<file path="src/rtl/ibex_pext_ov_csr.sv">
// P-extension saturation (OV/vxsat) flag owner: collects sticky saturation from retiring
// ops and serves RDOV/CLROV/CSR accesses once every in-flight saturating op has drained.
module ibex_pext_ov_csr #(
    parameter int unsigned MaxOutstanding = 4,
    localparam int unsigned CntW = $clog2(MaxOutstanding + 1)
) (
    input  logic            clk_i,
    input  logic            rst_i,
    input  logic            issue_i,
    output logic            issue_ready_o,
    input  logic            ov_valid_i,
    input  logic            ov_set_i,
    input  logic            ov_kill_i,
    input  logic            flush_i,
    input  logic            rdov_req_i,
    input  logic            clrov_req_i,
    input  logic            csr_req_i,
    input  logic [1:0]      csr_op_i,
    input  logic [31:0]     csr_wdata_i,
    output logic            req_ready_o,
    output logic            rd_we_o,
    output logic [31:0]     rd_wdata_o,
    output logic            ov_o,
    output logic [CntW-1:0] outstanding_o
);

    typedef enum logic [1:0] {
        IDLE,
        DRAIN,
        RESPOND
    } state_t;

    localparam logic [1:0] CSR_READ  = 2'd0;
    localparam logic [1:0] CSR_WRITE = 2'd1;
    localparam logic [1:0] CSR_SET   = 2'd2;
    localparam logic [1:0] CSR_CLEAR = 2'd3;

    state_t          state_reg, state_next;
    logic [CntW-1:0] count_reg, count_next;
    logic            ov_reg, ov_next;

    logic any_req;
    logic count_full;
    logic do_retire;
    logic do_issue;
    logic unused_wdata;

    assign unused_wdata = ^csr_wdata_i[31:1];

    assign any_req    = csr_req_i | clrov_req_i | rdov_req_i;
    assign count_full = (count_reg == CntW'(MaxOutstanding));
    // A retire with nothing in flight is spurious and must not underflow the counter.
    assign do_retire  = ov_valid_i & (count_reg != '0);

    // A retire in the same cycle frees the slot, so a full tracker can still take an issue.
    assign issue_ready_o = (state_reg == IDLE) & (~count_full | do_retire);
    assign do_issue      = issue_i & issue_ready_o & ~flush_i;

    always_comb begin
        count_next = count_reg;
        if (flush_i) begin
            count_next = '0;
        end else if (do_issue && !do_retire) begin
            count_next = count_reg + 1'b1;
        end else if (!do_issue && do_retire) begin
            count_next = count_reg - 1'b1;
        end
    end

    always_comb begin
        state_next  = state_reg;
        req_ready_o = 1'b0;
        case (state_reg)
            IDLE: begin
                if (any_req) begin
                    state_next = (count_next == '0) ? RESPOND : DRAIN;
                end
            end
            DRAIN: begin
                if (!any_req) begin
                    state_next = IDLE;
                end else if (count_next == '0) begin
                    state_next = RESPOND;
                end
            end
            RESPOND: begin
                req_ready_o = any_req & ~flush_i;
                state_next  = IDLE;
            end
            default: state_next = IDLE;
        endcase
        if (flush_i) begin
            state_next = IDLE;
        end
    end

    // CSR wins over CLROV, which wins over RDOV; only CLROV skips the rd write.
    assign rd_we_o    = req_ready_o & (csr_req_i | ~clrov_req_i);
    assign rd_wdata_o = rd_we_o ? {31'b0, ov_reg} : 32'b0;

    always_comb begin
        ov_next = ov_reg;
        if (do_retire && ov_set_i && !ov_kill_i) begin
            ov_next = 1'b1;
        end
        if (req_ready_o) begin
            if (csr_req_i) begin
                case (csr_op_i)
                    CSR_READ:  ov_next = ov_reg;
                    CSR_WRITE: ov_next = csr_wdata_i[0];
                    CSR_SET:   ov_next = ov_reg | csr_wdata_i[0];
                    CSR_CLEAR: ov_next = ov_reg & ~csr_wdata_i[0];
                    default:   ov_next = ov_reg;
                endcase
            end else if (clrov_req_i) begin
                ov_next = 1'b0;
            end
        end
    end

    always_ff @(posedge clk_i) begin
        if (rst_i) begin
            state_reg <= IDLE;
            count_reg <= '0;
            ov_reg    <= 1'b0;
        end else begin
            state_reg <= state_next;
            count_reg <= count_next;
            ov_reg    <= ov_next;
        end
    end

    assign ov_o          = ov_reg;
    assign outstanding_o = count_reg;

endmodule

</file>
<file path="config.mk">
export PLATFORM = sky130hd
export DESIGN_NAME = ibex_pext_ov_csr
export DESIGN_NICKNAME = d
export VERILOG_FILES = /design/src/rtl/ibex_pext_ov_csr.sv
export SDC_FILE = /design/constraint.sdc
export NUM_CORES = 1
export LEC_CHECK = 0
export CORE_MARGIN = 1.5
export CORE_UTILIZATION = 55
export CTS_CLUSTER_DIAMETER = 40
export DETAILED_ROUTE_END_ITERATION = 16
export DONT_BUFFER_PORTS = 1
export PLACE_DENSITY = 0.74
export SLEW_MARGIN = 20
export SYNTH_ARGS = -nofsm -noshare
export SYNTH_HDL_FRONTEND = slang
export SYNTH_SLANG_ARGS = --single-unit
</file>
<file path="constraint.sdc">
create_clock -name clk_i -period 1.8 [get_ports clk_i]
set_clock_uncertainty 0.05 [all_clocks]
set_input_delay 0.09 -clock clk_i [delete_from_list [all_inputs] [get_ports clk_i]]
set_output_delay 0.09 -clock clk_i [all_outputs]
set_load 0.05 [all_outputs]
</file>
==> flow_summary.toml <==
[status]
outcome = "complete, no violations"

[sta]
setup_tns_ns = 0
setup_viol = 0
slew_headroom = 0.6610
hold_violations = 0
rsz0062_at_grt = "true"
period_share = 0.9721
slew_viol_final = 0
max_freq_mhz = 571.5
fin_ws_ns = 0.05026
whs_ns = 0.02588
tightestPinTransition_ns = 0.5046
fin_crit_ns = 1.750

[routing]
drt_pre_antenna_iters = 4
vias_per_cell = 5.278
num_vias = 665
drc_errors = 0
drt-total-wl_um = 1478
wl_per_cell_um = 11.73
postRouteAntennaNets = 0
drt_iter0_drc = 7

[setup_path]
required_ns = 1.89
worst-setup-path-type = "reg2reg"
timing.critical_path.buf_inv = 1
critPathLaunch = "outstanding_o[0]$_SDFF_PP0_"
critical-path-top-delay-family = "compound AO/OA/AOI/OAI gates"
crit_slowest_cell = "dfxtp_4"
critPathMaxFanout = 8
end_kind = "flip-flop"
path_cells = "inv_1 > ha_1 > nor4bb_1 > mux2_4 > a311o_1 > o21ba_1"
cp-start-kind = "flip-flop"
worstPathArrival_ns = 1.84
cp_num_cells = 6
reg2reg_from = "outstanding_o[0]$_SDFF_PP0_"
worstRegToRegCells = 6
cpPeakStageDelay_ns = 0.38

[placement]
dp_slack_ns = 0.06157
placed_area_um2 = 813.3
dp_cells = 120
gp_congestion = 0.7676
place_hpwl_um = 1202
io_buffers = 0

[clock_network]
clk_pin_slew_ns = 0.06
h-tree-depth = 1
postCtsSetupBuffers = 0
root_buffer = "clkbuf_4"
cts.path.max_buffers = 2
cts_buffers = 3
tritoncts = "built"
clkSinkCount = 6
clock_latency_ns = 0.26

[logic_synthesis]
postSynthAreaPerCell_um2 = 8.235
seq_area_frac_synth = 0.1488
yosysUniqueCellTypes = 39
yosys_warnings = 0
syn_area_um2 = 807.0
syn-instance-count = 98
synth-seq-cells = 6
yosys-top-cells-area = "buf_4, dfxtp_1, ha_1"
synth_largest_area_cell = "buf_4"
yosysTopAreaCellShare = 0.2884

[floorplanning]
initial_core_util = 0.6051
coreArea_mm2 = 0.001334
fp.dieW_um = 41.31
num_rows = 13
ios = 83
die_area_mm2 = 0.001706
dieHeight_um = 41.31

[finish]
area_growth_pct = 9.923
final_nets = 159
postLayoutCoreUtil = 0.6651
largest_reg_flops = 3
final_cells = 126
drive_gt1_frac = 0.2252
final_area_um2 = 887.1
antennaDiodeCount = 0

[global_route]
grt_usage = 0.1863
grt_max_degree = 12
globalRouteOverflowTotal = 0
antenna_found_initial = 0
grt_pass1_wl_um = 2139
grt_pass1_vias = 559

[power]
peakVddDrop_uv = 420.1
power.density_mw_per_mm2 = 701.6
power_frac_clock = 0.237
switching_share = 0.5116
p_seq_frac = 0.251
p_switching_mw = 0.3184
p_leak_nw = 0.4221
power_mw = 0.6224
p_comb_frac = 0.512
intPower_mw = 0.3040

[run]
drv_cap = 0

[hold_path]
min_path_type = "in2reg"
hold_path_depth = 2
holdCritStartpoint = "csr_op_i[1]"
[cell type report]
type,instances,area [um^2]
tap,15,18.77
clock buffer,4,26.28
inverter,6,22.52
multi-input combinational,84,579.3
timing repair buffer,11,112.6
fill,119,446.7
sequential,6,127.6
[worst paths after layout]
kind,end,slack (ns)
worst max-delay path,state_reg[0]$_SDFFE_PP0P_,0.05
worst min-delay path,ov_o$_SDFFE_PP0P_,0.03
worst max register to register,state_reg[0]$_SDFFE_PP0P_,0.05
worst min register to register,ov_o$_SDFFE_PP0P_,0.57
[cell families after synthesis]
kind of cell	after synthesis	share of synthesized area
buffers and inverters	38	0.3225
and+or+nand+nor	32	0.2698
AOI/OAI and AO/OA	15	0.1628
DFF	6	0.1488
adders and majority gates	4	0.06047
muxes	2	0.03100
other	1	0.004647
[placed cells by master (no fill, tap or decap), types with 2 or more instances in the layout]
| master | n |
|---|---|
| a21oi_1 | 3 |
| a221o_1 | 2 |
| and2_1 | 2 |
| and3_1 | 3 |
| buf_12 | 2 |
| buf_4 | 7 |
| clkbuf_4 | 3 |
| conb_1 | 31 |
| dfxtp_1 | 4 |
| dfxtp_4 | 2 |
| dlygate4sd3_1 | 2 |
| ha_1 | 2 |
| inv_1 | 6 |
| nand2_1 | 3 |
| nand2b_1 | 3 |
| nand3_1 | 2 |
| nand3b_1 | 2 |
| nor2_1 | 4 |
| nor3_2 | 2 |
| nor3b_4 | 2 |
[synth_stat cells, drive strengths merged]
cell type	count
a41oi	1
a311oi	1
nor2b	1
nand4	1
nor2	4
o41ai	1
o21ba	1
o21ai	1
mux2i	1
a31oi	1
nor4bb	2
dfxtp	6
a311o	1
conb	1
a2111oi	1
ha	3
a221o	2
o21a	1
a21oi	3
nand2	3
nand3b	2
and3	3
nor3	3
and3b	1
nand2b	3
and2	2
mux2	1
maj3	1
nand3	2
nor3b	3
or3b	1
or4	1
o311a	1
buf	32
inv	6
[power by group through the flow]
stage               clock (mW)  sequential, mW  combinational, mW
floorplan                    0           0.171              0.308
global placement             0           0.158              0.300
detailed placement           0           0.158              0.305
global route             0.156           0.158              0.337
finish                   0.148           0.156              0.319
CTS                      0.146           0.155              0.310
[per-layer routing]
metal  vias to the layer above  GRT usage  part of all wire
li1                        310          -                 -
met1                       306     0.1935              0.40
met2                        47     0.3711              0.49
met3                         2    0.02128              0.10
met4                         0    0.07258             0.012
met5                         -          0                 0
[what timing repair did]
item,CTS,global route
setup endpoints to repair,0,4
resized for setup,0,4
hold endpoints to repair,4,0
hold buffers,2,0
No activity file was read; power rests on OpenSTA's default activity.
